===== config.mk =====
export PLATFORM = sky130hd
export DESIGN_NAME = sequence_line_extractor
export DESIGN_NICKNAME = d
export VERILOG_FILES = /design/src/rtl/seq_pkg.sv /design/src/rtl/hv_edge_detect.sv /design/src/rtl/sequence_line_extractor.sv
export SDC_FILE = /design/constraint.sdc
export NUM_CORES = 1
export LEC_CHECK = 0
export BUFFER_PORTS_ARGS = -buffer_cell sky130_fd_sc_hd__buf_4
export CAP_MARGIN = 10
export CORE_UTILIZATION = 60
export CTS_BUF_LIST = sky130_fd_sc_hd__clkbuf_2 sky130_fd_sc_hd__clkbuf_4 sky130_fd_sc_hd__clkbuf_8
export DETAILED_ROUTE_END_ITERATION = 6
export PLACE_DENSITY = 0.93
export SLEW_MARGIN = 20
export SYNTH_ARGS = -nofsm -noshare
export SYNTH_HDL_FRONTEND = slang
export SYNTH_SLANG_ARGS = --single-unit

===== constraint.sdc =====
create_clock -name clk -period 2.85 [get_ports clk]
set_input_delay 0 -clock clk [delete_from_list [all_inputs] [get_ports clk]]
set_output_delay 0 -clock clk [all_outputs]
set_load 0.02 [all_outputs]

===== src/rtl/seq_pkg.sv =====
// ---------------------------------------------------------------------------
// seq_pkg
// Constants and types shared by the key-sequence injector and extractor.
//   ACTIVE_VIDEO_PIXELS : 10-bit words per active line (2 x 720)
//   SEED_WORDS          : words carrying the seed (seed is 8 x SEED_WORDS bits)
//   BLACK_C / BLACK_Y   : black chroma / luma code words
//   seq_rx_state_t      : extractor FSM states
// ---------------------------------------------------------------------------
package seq_pkg;

    localparam int unsigned ACTIVE_VIDEO_PIXELS = 1440;
    localparam int unsigned SEED_WORDS          = 4;

    localparam logic [9:0] BLACK_C = 10'h200;
    localparam logic [9:0] BLACK_Y = 10'h040;

    typedef enum logic [1:0] {
        IDLE,
        ARMED,
        CAPTURE,
        DONE
    } seq_rx_state_t;

    // Cb/Y/Cr/Y ordering: even words are chroma, odd words are luma.
    function automatic logic [9:0] black_word(input logic odd);
        return odd ? BLACK_Y : BLACK_C;
    endfunction

endpackage


===== src/rtl/hv_edge_detect.sv =====
// ---------------------------------------------------------------------------
// hv_edge_detect
// Registers the previous H/V flags and produces single-cycle edge strobes.
// Ports:
//   clk    in  : system clock
//   H, V   in  : horizontal / vertical blanking flags (high = blanking)
//   h_fall out : prev_H & !H
//   v_fall out : prev_V & !V
//   v_rise out : !prev_V & V
// ---------------------------------------------------------------------------
module hv_edge_detect (
    input  logic clk,
    input  logic H,
    input  logic V,
    output logic h_fall,
    output logic v_fall,
    output logic v_rise
);

    logic prev_h_q;
    logic prev_v_q;

    // No reset on purpose: with the clock running these keep following H/V
    // while the rest of the design is held in reset, so no false edge is
    // seen on the first cycle after release.
    always_ff @(posedge clk) begin
        prev_h_q <= H;
        prev_v_q <= V;
    end

    assign h_fall = prev_h_q & ~H;
    assign v_fall = prev_v_q & ~V;
    assign v_rise = ~prev_v_q & V;

endmodule


===== src/rtl/sequence_line_extractor.sv =====
// ---------------------------------------------------------------------------
// sequence_line_extractor
// Captures the key-sequence line (first active line after vertical blanking),
// extracts and redundancy-checks the seed, and optionally blanks that line
// while holding V_out high across it so the line rotator leaves it alone.
// Ports:
//   clk, reset_n      : clock, asynchronous active-low reset
//   H, V              : horizontal / vertical blanking flags
//   bt656_stream_in   : decoded BT.656 words
//   bt656_stream_out  : stream with the sequence line optionally blanked (1-cycle latency)
//   V_out             : V OR sequence-line flag (1-cycle latency)
//   seed              : last successfully extracted seed
//   seed_valid        : one-cycle pulse when seed updates
//   seed_error        : one-cycle pulse on check failure or aborted line
// ---------------------------------------------------------------------------
module sequence_line_extractor #(
    parameter int unsigned ACTIVE_VIDEO_PIXELS = seq_pkg::ACTIVE_VIDEO_PIXELS,
    parameter int unsigned SEED_WORDS          = seq_pkg::SEED_WORDS,
    parameter bit          BLANK_LINE          = 1'b1
) (
    input  logic                    clk,
    input  logic                    reset_n,
    input  logic                    H,
    input  logic                    V,
    input  logic [9:0]              bt656_stream_in,
    output logic [9:0]              bt656_stream_out,
    output logic                    V_out,
    output logic [8*SEED_WORDS-1:0] seed,
    output logic                    seed_valid,
    output logic                    seed_error
);

    import seq_pkg::*;

    localparam int unsigned SEED_BITS = 8 * SEED_WORDS;
    localparam int unsigned CNT_W     = $clog2(ACTIVE_VIDEO_PIXELS);
    localparam int unsigned SW_W      = (SEED_WORDS > 1) ? $clog2(SEED_WORDS) : 1;

    localparam logic [CNT_W-1:0] LAST_IDX  = CNT_W'(ACTIVE_VIDEO_PIXELS - 1);
    localparam logic [CNT_W-1:0] SEED_END  = CNT_W'(SEED_WORDS);
    localparam logic [CNT_W-1:0] CHECK_END = CNT_W'(2 * SEED_WORDS);

    seq_rx_state_t        state_q;
    logic [CNT_W-1:0]     pixel_cnt_q;
    logic [SEED_BITS-1:0] seed_sh_q, seed_sh_d;
    logic                 mismatch_q, mismatch_d;

    logic h_fall, v_fall, v_rise;
    logic start_line, in_capture, abort, line_word, last_word;
    logic [SW_W-1:0]      byte_sel;
    logic [7:0]           seed_byte;
    logic [9:0]           dout_d;

    hv_edge_detect u_hv_edge_detect (
        .clk    (clk),
        .H      (H),
        .V      (V),
        .h_fall (h_fall),
        .v_fall (v_fall),
        .v_rise (v_rise)
    );

    // The H_fall cycle already carries word 0, so it is treated as part of the
    // line while the state is still ARMED; pixel_cnt_q is 0 there.
    assign start_line = (state_q == ARMED) && h_fall && !v_rise;
    assign in_capture = (state_q == CAPTURE);
    assign abort      = in_capture && (H || v_rise);
    assign line_word  = start_line || (in_capture && !abort);
    assign last_word  = in_capture && !abort && (pixel_cnt_q == LAST_IDX);

    // Check word i (SEED_WORDS <= i < 2*SEED_WORDS) against byte i-SEED_WORDS,
    // byte 0 being the first word received (MSB end of the shift register).
    assign byte_sel = SW_W'(pixel_cnt_q - SEED_END);

    always_comb begin
        seed_byte = 8'h00;
        for (int i = 0; i < SEED_WORDS; i++) begin
            if (byte_sel == SW_W'(i)) begin
                seed_byte = seed_sh_q[SEED_BITS-1-8*i -: 8];
            end
        end
    end

    always_comb begin
        seed_sh_d  = seed_sh_q;
        mismatch_d = start_line ? 1'b0 : mismatch_q;
        if (line_word) begin
            if (pixel_cnt_q < SEED_END) begin
                seed_sh_d = (seed_sh_q << 8) | SEED_BITS'(bt656_stream_in[9:2]);
            end else if (pixel_cnt_q < CHECK_END) begin
                if (bt656_stream_in[9:2] != seed_byte) begin
                    mismatch_d = 1'b1;
                end
            end
        end
    end

    always_comb begin
        dout_d = bt656_stream_in;
        if (BLANK_LINE && line_word) begin
            dout_d = black_word(pixel_cnt_q[0]);
        end
    end

    always_ff @(posedge clk or negedge reset_n) begin
        if (!reset_n) begin
            state_q          <= IDLE;
            pixel_cnt_q      <= '0;
            seed_sh_q        <= '0;
            mismatch_q       <= 1'b0;
            bt656_stream_out <= '0;
            V_out            <= 1'b0;
            seed             <= '0;
            seed_valid       <= 1'b0;
            seed_error       <= 1'b0;
        end else begin
            bt656_stream_out <= dout_d;
            V_out            <= V | line_word;
            seed_sh_q        <= seed_sh_d;
            mismatch_q       <= mismatch_d;
            seed_valid       <= last_word && !mismatch_d;
            seed_error       <= abort || (last_word && mismatch_d);
            if (last_word && !mismatch_d) begin
                seed <= seed_sh_d;
            end

            unique case (state_q)
                IDLE: begin
                    pixel_cnt_q <= '0;
                    if (v_fall) begin
                        state_q <= ARMED;
                    end
                end
                ARMED: begin
                    pixel_cnt_q <= '0;
                    if (v_rise) begin
                        state_q <= IDLE;
                    end else if (h_fall) begin
                        state_q     <= CAPTURE;
                        pixel_cnt_q <= CNT_W'(1);
                    end
                end
                CAPTURE: begin
                    if (abort) begin
                        state_q <= IDLE;
                    end else if (last_word) begin
                        // Counter saturates at the last index while in DONE.
                        state_q <= DONE;
                    end else begin
                        pixel_cnt_q <= pixel_cnt_q + CNT_W'(1);
                    end
                end
                DONE: begin
                    if (V) begin
                        state_q <= IDLE;
                    end
                end
                default: begin
                    state_q <= IDLE;
                end
            endcase
        end
    end

endmodule

=== Word level (Yosys, flattened, before mapping) ===
Index checks and enable logic that the tools add are counted.

* Input port bits: 14
* Output and inout port bits: 45
* Flip-flop bits (word level): 93
* Word-level logic and storage cells: 80

* Reduce and logical (&&, ||, !) cells: 18
* Mux-type cells: 25
* Bitwise gates (word level): 8
* Order comparisons: 2
* Equality and inequality tests: 14
* $add $sub $neg: 2

{| class="wikitable"
|+ Operators with widths
! cell !! count
|-
| $mux 32 || 2
|-
| $pmux 11 s3 || 1
|-
| $mux 8 || 4
|-
| $or 32x8->32 || 1
|-
| $mux 11 || 2
|-
| $mux 10 || 2
|-
| $mux 2 || 6
|-
| $add 11x1->11 const B || 1
|-
| $eq 11x11->1 const B || 1
|-
| $lt 11x3->1 const B || 1
|-
| $lt 11x4->1 const B || 1
|-
| $eq 2x2->1 const B || 4
|-
| $ne 8x8->1 || 1
|-
| $pmux 2 s4 || 1
|-
| $logic_and 1x1->1 || 7
|-
| $mux 1 || 7
|-
| $ne 2x2->1 const B || 3
|-
| $eq 2x1->1 const B || 2
|-
| $logic_not 2->1 || 2
|-
| $reduce_and 4->1 || 1
|-
| $and 1x1->1 || 3
|-
| $logic_not 1->1 || 3
|-
| $logic_or 1x1->1 || 3
|-
| $ne 3x1->1 const B || 1
|-
| 7 further kinds || 9
|}

=== Logic depth before layout (Yosys ltp) ===
Gate-level depths: netlist of the first run.

* Depth after elaboration: 13
* Depth in mapped cells: 9
* Depth with buffers taken out: 8

=== Cells and area by module ===
From an unflattened synthesis of the first run, not the netlist that was laid out.

* Cell total of the unflattened synthesis: 334
* Area, all modules: 4,306.6 um2

{| class="wikitable"
|+ By module, submodules not included
! module !! area an instance (um2) !! seq. area each (um2) !! times used !! cells each
|-
| sequence_line_extractor || 4,245.3 || 2,277.2 || 1 || 329
|-
| hv_edge_detect || 61.3 || 40.0 || 1 || 5
|}

=== Worst setup path after synthesis of the first run ===
Ideal clock, no wire load.

* Path type: register -> register
* From: register pixel_cnt_q[7]
* To: register seed[10]
* Path slack: 0.636 ns
* Cell stages (with the launch flop): 8
* Required time: 2.722 ns
* Library setup time: 0.128 ns
* Clock period less this slack: 2.214 ns
* Path buffers: 1
* Arrival time: 2.087 ns
* Cells stage by stage: dfrtp_1 -> or4_4 -> nor3_4 -> nand2_2 -> nor2_8 -> buf_12 -> mux2_4 -> mux2_1

* Elaborated cells between the ends (all ways): 11
* Classes of those cells: order compare (2); eq/ne (1); mux (5); reduce/logical (3)

{| class="wikitable"
|+ RTL lines
! what !! line !! RTL
|-
| from (decl) || sequence_line_extractor.sv:44 || <nowiki>logic [CNT_W-1:0] pixel_cnt_q;</nowiki>
|-
| from (signal assigned) || sequence_line_extractor.sv:150 || <nowiki>pixel_cnt_q <= pixel_cnt_q + CNT_W'(1);</nowiki>
|-
| $lt 11x3->1 || sequence_line_extractor.sv:88 || <nowiki>if (pixel_cnt_q < SEED_END) begin</nowiki>
|-
| $mux 32 || sequence_line_extractor.sv:88 ||
|-
| $mux 32 || sequence_line_extractor.sv:87 || <nowiki>if (line_word) begin</nowiki>
|-
| named net seed_sh_d[10] || sequence_line_extractor.sv:45 || <nowiki>logic [SEED_BITS-1:0] seed_sh_q, seed_sh_d;</nowiki>
|-
| to (signal assigned) || sequence_line_extractor.sv:124 || <nowiki>seed <= seed_sh_d;</nowiki>
|-
| to (decl) || sequence_line_extractor.sv:28 || <nowiki>output logic [8*SEED_WORDS-1:0] seed,</nowiki>
|}

The timed path passes the listed nets, and every way through them passes these cells.
A chain may end at the register's enable or synchronous reset.

=== Worst setup path after layout of the first run ===
* From: register pixel_cnt_q[8]
* To: register seed[31]

Same word-level chain as after synthesis.

==> metrics.sh, run 1 <==
FINAL_HOLD_VIOL_COUNT=0
CRITICAL-PATH-MAX-STAGE-DELAY_NS=0.55
PERIOD_UTILIZATION_POST_ROUTE=0.883
CPMOSTUSEDCELL='mux2_2'
VIAS_IN_THE_FIRST_GLOBAL_ROUTE=3143
AREA_GROWTH_SYN_TO_LAYOUT_PCT=20.5
HOLD_PATH.CLASS='primary input to async pin'
SYNTH_TOP_CELL_AREA_SHARE=0.523
FINAL_LAYOUT_SIZE_SUFFIX_GT1_FRAC=0.309
ANTENNA_FOUND_INITIAL=0
SYNTH_EDF_COUNT=0
POST_SYNTH_MOST_FREQUENT_CELLS='dfrtp_1 (91), mux2_4 (30), mux2_1 (28)'
POST_DRT_VIA_CELL_RATIO=5.74
WORST_SETUP_PATH_START_KIND='flop'
FP.DIEAREA_MM2=0.00761
REMAINING_GLOBAL_ROUTE_OVERFLOW=0
GRT_MAX_DEGREE=46
FINALNETCOUNT=436
SYNTH.AVG_CELL_AREA_UM2=13.0
ROUTE.DETAILED.WL_PER_INST_UM=17.8
PORT_BUFFERS=58
YS_TOP_CELLS_BY_AREA='dfrtp_1 (52%), mux2_4 (10%), mux2_1 (7.2%)'
CELL_CHAIN_OF_THE_CRITICAL_PATH='or4_4 > nor3_4 > nand2_2 > nor2_8 > buf_12 > mux2_2 > mux2_2'
SETUP_SLACK_NS=0.333
WORSTMARGINPINSLEW_NS=0.597
YS_SEQ_ELEMENTS=93
DESIGN_POWER_TOTAL_mW=4.04
TOTAL_LEAKAGE_POWER_nW=2.55
SKEW_NS=0.00946
YOSYS_MOST_USED_DFF='dfrtp_1'
GRT_PASS1_WL_UM=15500
WORST_EP_REQUIRED_TIME_NS=3.09
CLK_LATENCY_NS=0.37
CORE_MM2=0.00691
SYNTH_MOST_COMMON_CELL='dfrtp_1'
LAYOUT_MIN_CYCLE_TIME_NS=2.52
REPORT.FINAL.SETUP_VIOL=0
WORST_SETUP_PATH_END_KIND='flop'
CLKSINKCOUNT=93
DIODES=0
DRT_ITER0_DRC=230
ROUTE.FINAL.WIRE_LENGTH_UM=9110
ASYNCSETRESETFLOPFRACSYNTH=0.978
CTS_BUFFER_DEPTH=2
HOLD_SLACK_NS=0.174
FIN_TNS_SETUP_NS=0
CLOCKROOTBUFFER='clkbuf_8'
WORST_SUPPLY_VOLTAGE_DROP_ON_VDD_mV=0.427
CRITPATHKIND='flop to flop'
WORST_SLEW_MARGIN_REL=0.602
SYNTH_NETS=360
SYN_INST=336
RSZ_0062_RAISED_AFTER_GLOBAL_ROUTING='no'
POST_PLACEMENT_WORST_SETUP_SLACK_NS=0.363
FP.DIEH_UM=87.2
OUTCOME='finished clean'
CHIPWIDTH_UM=87.2
CLKSLEWWORSTSETUPHOLDPATHS_NS=0.09
ROUTE.VIAS.TOTAL=2947
GRT_UTIL_OVERALL=0.270
SYNTH_SEQUENTIAL_AREA_RATIO=0.532
IO_PINS=59
CTS_TREE='built'
POSTCTSSETUPBUFFERS=0
CAP_VIOLATIONS=0
SYNTHESIS.YOSYS.WARNINGS=0
CTS_HOLD_BUFFERS=13
CTS_BUFFERS=9
CTS_RESIZED=0
WORST_PATH_MAX_DELAY_CELL='or4_4'
WORSTPATHMAXFANOUT=12
YOSYS.CELL_TYPES.COUNT=40
TIMING.FINAL.MAX_SLEW_VIOLATIONS=0
FIN_UTIL=0.760
HTREE_NUM_LEVELS=3
GP_CONGESTION=0.842
CELLPOWERDENSITY_mW_PER_MM2=770
DRT_PRE_ANTENNA_ITERS=4
POSTROUTEANTENNANETS=0
DP.FINAL_HPWL_UM=6140
CP.ARRIVAL_NS=2.76
ROWS=30
SYNTH_AREA_LEADER_CELL='dfrtp_1'
DRC=0
INITIAL_CORE_UTIL=0.631
POST_SYNTH_INSTANCE_AREA_MM2=0.00436
FMAXACHIEVABLE_MHz=397
## logic make-up after synthesis
group           after synthesis  synth area share
simple gates                 86             0.122
flops                        93             0.532
compound gates               51            0.0726
mux                          67             0.199
buf+inv                      21            0.0301
xor+xnor                      8            0.0161
fa+ha+maj                    10            0.0287
## layer usage
layer	vias up	GRT usage	part of all wire
li1	1347	-	-
met4	0	0.115	0.018
met3	16	0.0436	0.045
met2	100	0.461	0.50
met1	1484	0.344	0.43
met5	-	0	0
## critical path: cells and delay by family (launching register included)
family	cells	cell delay, ns
buffers and inverters	1	0.20
multiplexers	2	0.62
flip-flops	1	0.47
AND/OR/NAND/NOR	4	1.09
## placed cells by master (no fill, tap or decap), drive strengths merged, types with 6 or more instances in the layout
cell type     n
inv           6
ha           10
nor3b         9
clkbuf       10
o21ai        23
buf          67
and3          6
mux2         66
dfrtp        91
dlygate4sd3  13
nand2        15
a211oi       16
nand3b        8
nor2b        19
xnor2         8
nor2         12
## cell type report
class / instances / area, um2
fillers: 427 / 1660
flip-flops and latches: 93 / 2320
clock inverters: 6 / 86.3
well taps: 96 / 120
clock buffers: 10 / 138
repair buffers: 80 / 658
inverters: 6 / 22.5
multi-input cells: 222 / 1910
## state kept, by name (all words and copies together) (netlist names)
name,count
seed,32
seed_sh_q,32
pixel_cnt_q,11
bt656_stream_out,10
state_q,2
V_out,1
mismatch_q,1
seed_error,1
seed_valid,1
u_hv_edge_detect.prev_h_q,1
u_hv_edge_detect.prev_v_q,1
## metrics by stage
step	cells	cell area [um2]
final	513	5250
after global routing	513	5250
after CTS	513	5250
after detailed placement	484	4900
after global placement	484	4900
after floorplan	336	4360
## final timing paths
path                                start  slack (ns)                        end  cells past startpoint
max reg2reg                pixel_cnt_q[8]        0.33                   seed[31]                      7
min                               reset_n        0.17               seed_sh_q[9]                      2
min reg2reg                       seed[2]        0.50                    seed[2]                      1
max                        pixel_cnt_q[8]        0.33                   seed[31]                      7
min in group clk                        V        0.32  u_hv_edge_detect.prev_v_q                      2
max in group asynchronous         reset_n        1.92             pixel_cnt_q[1]                      3
## report_power, final
group	leakage (nW)	switching (mW)	internal, mW
Combinational	1.24	0.575	0.679
Sequential	1.20	0.230	1.59
Clock	0.112	0.453	0.516
(Power assumes the default switching activity.)
==> run 2: changes to the inputs <==
--- a/config.mk
+++ b/config.mk
@@ -7,10 +7,10 @@
 export LEC_CHECK = 0
 export BUFFER_PORTS_ARGS = -buffer_cell sky130_fd_sc_hd__buf_4
 export CAP_MARGIN = 10
-export CORE_UTILIZATION = 60
-export CTS_BUF_LIST = sky130_fd_sc_hd__clkbuf_2 sky130_fd_sc_hd__clkbuf_4 sky130_fd_sc_hd__clkbuf_8
+export CORE_UTILIZATION = 57
+export CTS_BUF_LIST = sky130_fd_sc_hd__clkbuf_4 sky130_fd_sc_hd__clkbuf_8 sky130_fd_sc_hd__clkbuf_16
 export DETAILED_ROUTE_END_ITERATION = 6
-export PLACE_DENSITY = 0.93
+export PLACE_DENSITY = 0.89
 export SLEW_MARGIN = 20
 export SYNTH_ARGS = -nofsm -noshare
 export SYNTH_HDL_FRONTEND = slang
==> run 2 against run 1 <==
  * Sequential share of layout area increased by 0.28 points
  * Cell count did not move
  * Maximum frequency fell by 1.9%
  * Worst hold slack improved by 0.10 ns
  * Count of clock-buffer cells in the layout grew 2
  * Power fell by 3.0%
  * Clock power fell by 9.4%
==> metrics.sh, run 2 (same netlist as run 1, synthesis figures left out) <==
TIMING.FINAL.MAX_SLEW_VIOLATIONS=0
FMAXACHIEVABLE_MHz=390
CRITPATHKIND='flop to flop'
OUTCOME='finished clean'
GRT_PASS1_WL_UM=14000
REPORT.FINAL.SETUP_VIOL=0
POSTROUTEANTENNANETS=0
TOTAL_LEAKAGE_POWER_nW=2.53
WORST_PATH_MAX_DELAY_CELL='or4_4'
LAYOUT.CELLS.MOST_COMMON_LIST='dfrtp_1 (91), buf_4 (62), mux2_4 (30)'
CTS_RESIZED=0
PERIOD_UTILIZATION_POST_ROUTE=0.900
DP.FINAL_HPWL_UM=5920
WORSTREGTOREGCELLS=7
WORST_SLEW_MARGIN_REL=0.477
WORST_R2R_STARTPOINT='pixel_cnt_q[7]'
DRT_ITER0_DRC=169
CORE_MM2=0.00733
POST_PLACEMENT_WORST_SETUP_SLACK_NS=0.290
ROUTE.VIAS.TOTAL=2841
CLOCKROOTBUFFER='clkbuf_8'
LAYOUT_MIN_CYCLE_TIME_NS=2.57
MOSTFREQUENTLAYOUTCELL='dfrtp_1'
WORST_SETUP_PATH_START_KIND='flop'
GRT_MAX_DEGREE=92
FP.DIEH_UM=89.4
FINALNETCOUNT=434
TIMING.CRITICAL_PATH.DEPTH=7
CRITICAL-PATH-MAX-STAGE-DELAY_NS=0.57
CRITPATHTOPFAMILY='simple AND/OR/NAND/NOR gates'
DIODES=0
FIN_UTIL=0.712
AREA_GROWTH_SYN_TO_LAYOUT_PCT=19.8
WORST_SUPPLY_VOLTAGE_DROP_ON_VDD_mV=0.439
HOLD_PATH.CLASS='primary input to async pin'
N_FILL_CELL=499
SKEW_NS=0.00966
FINAL_LAYOUT_SIZE_SUFFIX_GT1_FRAC=0.304
SETUP_SLACK_NS=0.284
PORT_BUFFERS=58
WORSTSETUPSTARTPOINT='pixel_cnt_q[7]'
FINALNONFILLERCELLS=513
IO_PINS=59
PLACEDCELLCOUNT=485
FIN_TNS_SETUP_NS=0
CTS_BUFFER_DEPTH=2
ROWS=31
CELLPOWERDENSITY_mW_PER_MM2=751
VIAS_IN_THE_FIRST_GLOBAL_ROUTE=2887
REMAINING_GLOBAL_ROUTE_OVERFLOW=0
CLKSINKCOUNT=93
CP.ARRIVAL_NS=2.81
WORSTPATHMAXFANOUT=11
FINAL_HOLD_VIOL_COUNT=0
DRC=0
DESIGN_POWER_TOTAL_mW=3.92
CTS_BUFFERS=9
DRT_PRE_ANTENNA_ITERS=4
FP.DIEAREA_MM2=0.00800
WORSTMARGINPINSLEW_NS=0.784
ROUTE.DETAILED.WL_PER_INST_UM=16.7
CP.BUFFERS_INVERTERS=1
CAP_VIOLATIONS=0
GRT_UTIL_OVERALL=0.239
CTS_TREE='built'
WORST_EP_REQUIRED_TIME_NS=3.09
HTREE_NUM_LEVELS=3
ANTENNA_FOUND_INITIAL=0
WORST_SETUP_PATH_END_KIND='flop'
CELL_CHAIN_OF_THE_CRITICAL_PATH='or4_4 > nor3_4 > nand2_2 > nor2_8 > buf_12 > mux2_4 > mux2_1'
CHIPWIDTH_UM=89.4
INITIAL_CORE_UTIL=0.594
LAYOUT_TOP_REGISTERS='seed x32, seed_sh_q x32, pixel_cnt_q x11'
ROUTE.FINAL.WIRE_LENGTH_UM=8570
CLKSLEWWORSTSETUPHOLDPATHS_NS=0.08
POST_DRT_VIA_CELL_RATIO=5.54
RSZ_0062_RAISED_AFTER_GLOBAL_ROUTING='no'
CLK_LATENCY_NS=0.36
GP_CONGESTION=0.805
[run 2: changes by cell type in the layout (fill, tap and decap cells not counted)]
| cell | delta |
|---|---|
| clkbuf_4 | +2 |
| buf_4 | -3 |
| buf_6 | +1 |
| clkinv_2 | -2 |
| bufinv_16 | -1 |
[run 2: path summary, 6_finish.rpt]
kind	endpoint	slack [ns]
worst max-delay path	seed[27]	0.28
worst min-delay path	seed[18]	0.28
worst max register to register	seed[27]	0.28
worst min register to register	seed[14]	0.50
max in group asynchronous	pixel_cnt_q[5]	2.05
min in group clk	u_hv_edge_detect.prev_v_q	0.31
[run 2: layout make-up]
| type | instances | area, um2 | area share |
|---|---|---|---|
| timing repair buffer | 78 | 647 | 0.124 |
| clock buffer | 12 | 153 | 0.0292 |
| sequential | 93 | 2320 | 0.444 |
| multi-input combinational | 222 | 1910 | 0.366 |
| inverter | 6 | 22.5 | 0.00432 |
| tap | 99 | 124 | 0.0237 |
| clock inverter | 3 | 46.3 | 0.00887 |
[run 2: through the flow]
stage,hold slack (ns),area (um2)
2_1_floorplan,-0.296,4360
3_3_place_gp,0.123,4890
3_5_place_dp,0.122,4890
4_1_cts,0.282,5220
5_1_grt,0.305,5220
6_report,0.276,5220
[run 2: layer usage]
layer | wire length (um) | track usage
met1 | 3820 | 0.292
met2 | 4310 | 0.410
met3 | 250 | 0.0526
met4 | 178 | 0.101
met5 | 0 | 0
[run 2: what timing repair did]
action / CTS / global route
hold endpoints to repair: 112 / 0
setup buffers: 0 / 0
setup endpoints to repair: 0 / 0
hold buffers: 13 / 0
[run 2: power breakdown]
group / internal [mW] / total (mW) / leakage (nW) / switching [mW]
clock network: 0.446 / 0.878 / 0.0995 / 0.432
registers: 1.59 / 1.81 / 1.20 / 0.223
logic: 0.677 / 1.23 / 1.23 / 0.554
total: 2.71 / 3.92 / 2.53 / 1.21
==> run 3: changes to the inputs <==
--- a/config.mk
+++ b/config.mk
@@ -7,10 +7,12 @@
 export LEC_CHECK = 0
 export BUFFER_PORTS_ARGS = -buffer_cell sky130_fd_sc_hd__buf_4
 export CAP_MARGIN = 10
+export CORE_ASPECT_RATIO = 1.2
 export CORE_UTILIZATION = 57
 export CTS_BUF_LIST = sky130_fd_sc_hd__clkbuf_4 sky130_fd_sc_hd__clkbuf_8 sky130_fd_sc_hd__clkbuf_16
 export DETAILED_ROUTE_END_ITERATION = 6
 export PLACE_DENSITY = 0.89
+export RECOVER_POWER = 25
 export SLEW_MARGIN = 20
 export SYNTH_ARGS = -nofsm -noshare
 export SYNTH_HDL_FRONTEND = slang
==> run 3 against run 2 <==
  * Sequential power is essentially flat
  * Worst hold slack better by 0.040 ns
  * The flow now finishes with violations (capacitance limit, slew limit)
  * Flip-flop and latch count unchanged
  * Register-to-register slack improved by 0.06 ns
  * Clock skew up 0.0083 ns
  * Die area about the same
  * Maximum frequency up 2.3%
==> metrics.sh, run 3 (same netlist as run 1, synthesis figures left out) <==
WORSTREGTOREGCELLS=7
SKEW_NS=0.0180
DIODES=0
CHIPWIDTH_UM=81.8
POSTCTSSETUPBUFFERS=0
SWITCHING_SHARE=0.331
GP_CONGESTION=0.858
TOTAL_LEAKAGE_POWER_nW=2.44
CRITPATHKIND='flop to flop'
RSZ_0062_RAISED_AFTER_GLOBAL_ROUTING='no'
CAP_VIOLATIONS=1
PORT_BUFFERS=58
LAYOUT_MIN_CYCLE_TIME_NS=2.51
FINAL_HOLD_VIOL_COUNT=0
TIMING.FINAL.MAX_SLEW_VIOLATIONS=92
PWR-SHARE-COMB=0.312
P_INT_mW=2.58
FIN_TNS_SETUP_NS=0
CTS_BUFFERS=9
PERIOD_UTILIZATION_POST_ROUTE=0.880
WORSTMARGINPINSLEW_NS=2.16
FP.DIEH_UM=97.8
DRC=0
CTS_TREE='built'
ROUTE.VIAS.TOTAL=2886
CLKSINKCOUNT=93
CLKSLEWWORSTSETUPHOLDPATHS_NS=0.09
ROWS=34
INITIAL_CORE_UTIL=0.596
CTS_BUFFER_DEPTH=2
WORST_EP_REQUIRED_TIME_NS=3.10
VIAS_IN_THE_FIRST_GLOBAL_ROUTE=3002
FINAL_LAYOUT_SIZE_SUFFIX_GT1_FRAC=0.255
DESIGN_POWER_TOTAL_mW=3.86
N_FILL_CELL=510
LAYOUT_TOP_REGISTERS='seed x32, seed_sh_q x32, pixel_cnt_q x11'
FP.DIEAREA_MM2=0.00800
CELL_CHAIN_OF_THE_CRITICAL_PATH='or4_4 > nor3_4 > nand2_2 > nor2_8 > buf_4 > mux2_4 > mux2_1'
TIMING.CRITICAL_PATH.DEPTH=7
FINAL_AREA_MM2=0.00509
DETAILED_PLACE.AREA_MM2=0.00485
DRT_ITER0_DRC=162
CORE_MM2=0.00732
CLOCKROOTBUFFER='clkbuf_8'
PLACEDCELLCOUNT=476
GRT_MAX_DEGREE=92
ROUTE.FINAL.WIRE_LENGTH_UM=8820
CRITPATHTOPFAMILY='simple AND/OR/NAND/NOR gates'
CELLPOWERDENSITY_mW_PER_MM2=759
GRT_UTIL_OVERALL=0.243
FINALNONFILLERCELLS=505
CLOCKPOWERSHARE=0.217
WORST_SLEW_MARGIN_REL=-0.443
MOSTFREQUENTLAYOUTCELL='dfrtp_1'
ROUTE.DETAILED.WL_PER_INST_UM=17.5
FAILED_CHECKS='capacitance limit, slew limit'
REMAINING_GLOBAL_ROUTE_OVERFLOW=0
CP.ARRIVAL_NS=2.76
WORSTPATHMAXFANOUT=19
CLK_LATENCY_NS=0.38
OUTCOME='finished, violations left'
SHARE_SEQ_OF_TOTAL_POWER=0.471
FINALNETCOUNT=434
AREA_GROWTH_SYN_TO_LAYOUT_PCT=16.8
HOLD_PATH.CLASS='primary input to flop'
CRITICAL-PATH-MAX-STAGE-DELAY_NS=0.55
HOLD_SLACK_NS=0.316
HOLD_PATH_DEPTH=2
CTS_RESIZED=0
IO_PINS=59
LAYOUT.CELLS.MOST_COMMON_LIST='dfrtp_1 (91), buf_4 (43), mux2_4 (30)'
SWITCHINGPOWER_mW=1.28
DRT_PRE_ANTENNA_ITERS=4
POSTROUTEANTENNANETS=0
WORST_SETUP_PATH_START_KIND='flop'
CP.BUFFERS_INVERTERS=1
DP.FINAL_HPWL_UM=6050
GRT_PASS1_WL_UM=14600
POST_DRT_VIA_CELL_RATIO=5.71
WORST_SUPPLY_VOLTAGE_DROP_ON_VDD_mV=0.374
WORST_PATH_MAX_DELAY_CELL='or4_4'
REPORT.FINAL.SETUP_VIOL=0
FMAXACHIEVABLE_MHz=399
ANTENNA_FOUND_INITIAL=0
HTREE_NUM_LEVELS=3
WORST_SETUP_PATH_END_KIND='flop'
## run 3: cell types whose count changed in the layout (fill, tap and decap cells not counted), moves of 2 or more
cell,change
clkinv_4,+2
clkbuf_1,+21
inv_6,+3
buf_4,-19
clkbuf_4,-2
buf_12,-2
## run 3: final cells by class
class,instances,area [um2],share of cell area
clock buffer,10,138,0.0270
clock inverter,6,52.6,0.0103
multi-input combinational,222,1910,0.375
tap,90,113,0.0221
timing repair buffer,78,537,0.105
sequential,93,2320,0.455
inverter,6,22.5,0.00443
## run 3: per-stage QoR
stage / util / setup WS (ns)
after floorplan: - / 0.636
after global placement: 0.663 / 0.415
after detailed placement: 0.663 / 0.357
after CTS: 0.707 / 0.345
after global routing: 0.695 / 0.170
final: 0.695 / 0.341
## run 3: power by group through the flow
stage	Clock, mW	Sequential [mW]	Combinational [mW]
after CTS	0.847	1.82	1.22
after detailed placement	0	1.84	1.20
after global routing	0.906	1.85	1.31
after global placement	0	1.83	1.15
final	0.839	1.82	1.20
after floorplan	0	1.79	0.929
## run 3: worst paths after layout
path                                             end      startpoint  slack, ns
setup / recovery                             seed[8]  pixel_cnt_q[8]       0.34
hold / removal             u_hv_edge_detect.prev_v_q               V       0.32
setup reg to reg                             seed[8]  pixel_cnt_q[8]       0.34
hold reg to reg                             seed[12]        seed[12]       0.50
max in group asynchronous        bt656_stream_out[0]         reset_n       0.78
min in group asynchronous                   seed[24]         reset_n       0.76
## run 3: what timing repair did
item                                   in CTS  in global routing
endpoints found under the hold margin     112                  0
setup endpoints to repair                   0                  0
hold buffers                               13                  0
## run 3: layer usage
layer	GRT usage	share of wire	up-vias	routed length, um
met5	0	0	-	0
met3	0.0439	0.035	19	313
li1	-	-	1343	-
met4	0.120	0.029	0	253
met1	0.298	0.41	1442	3660
met2	0.404	0.52	82	4600
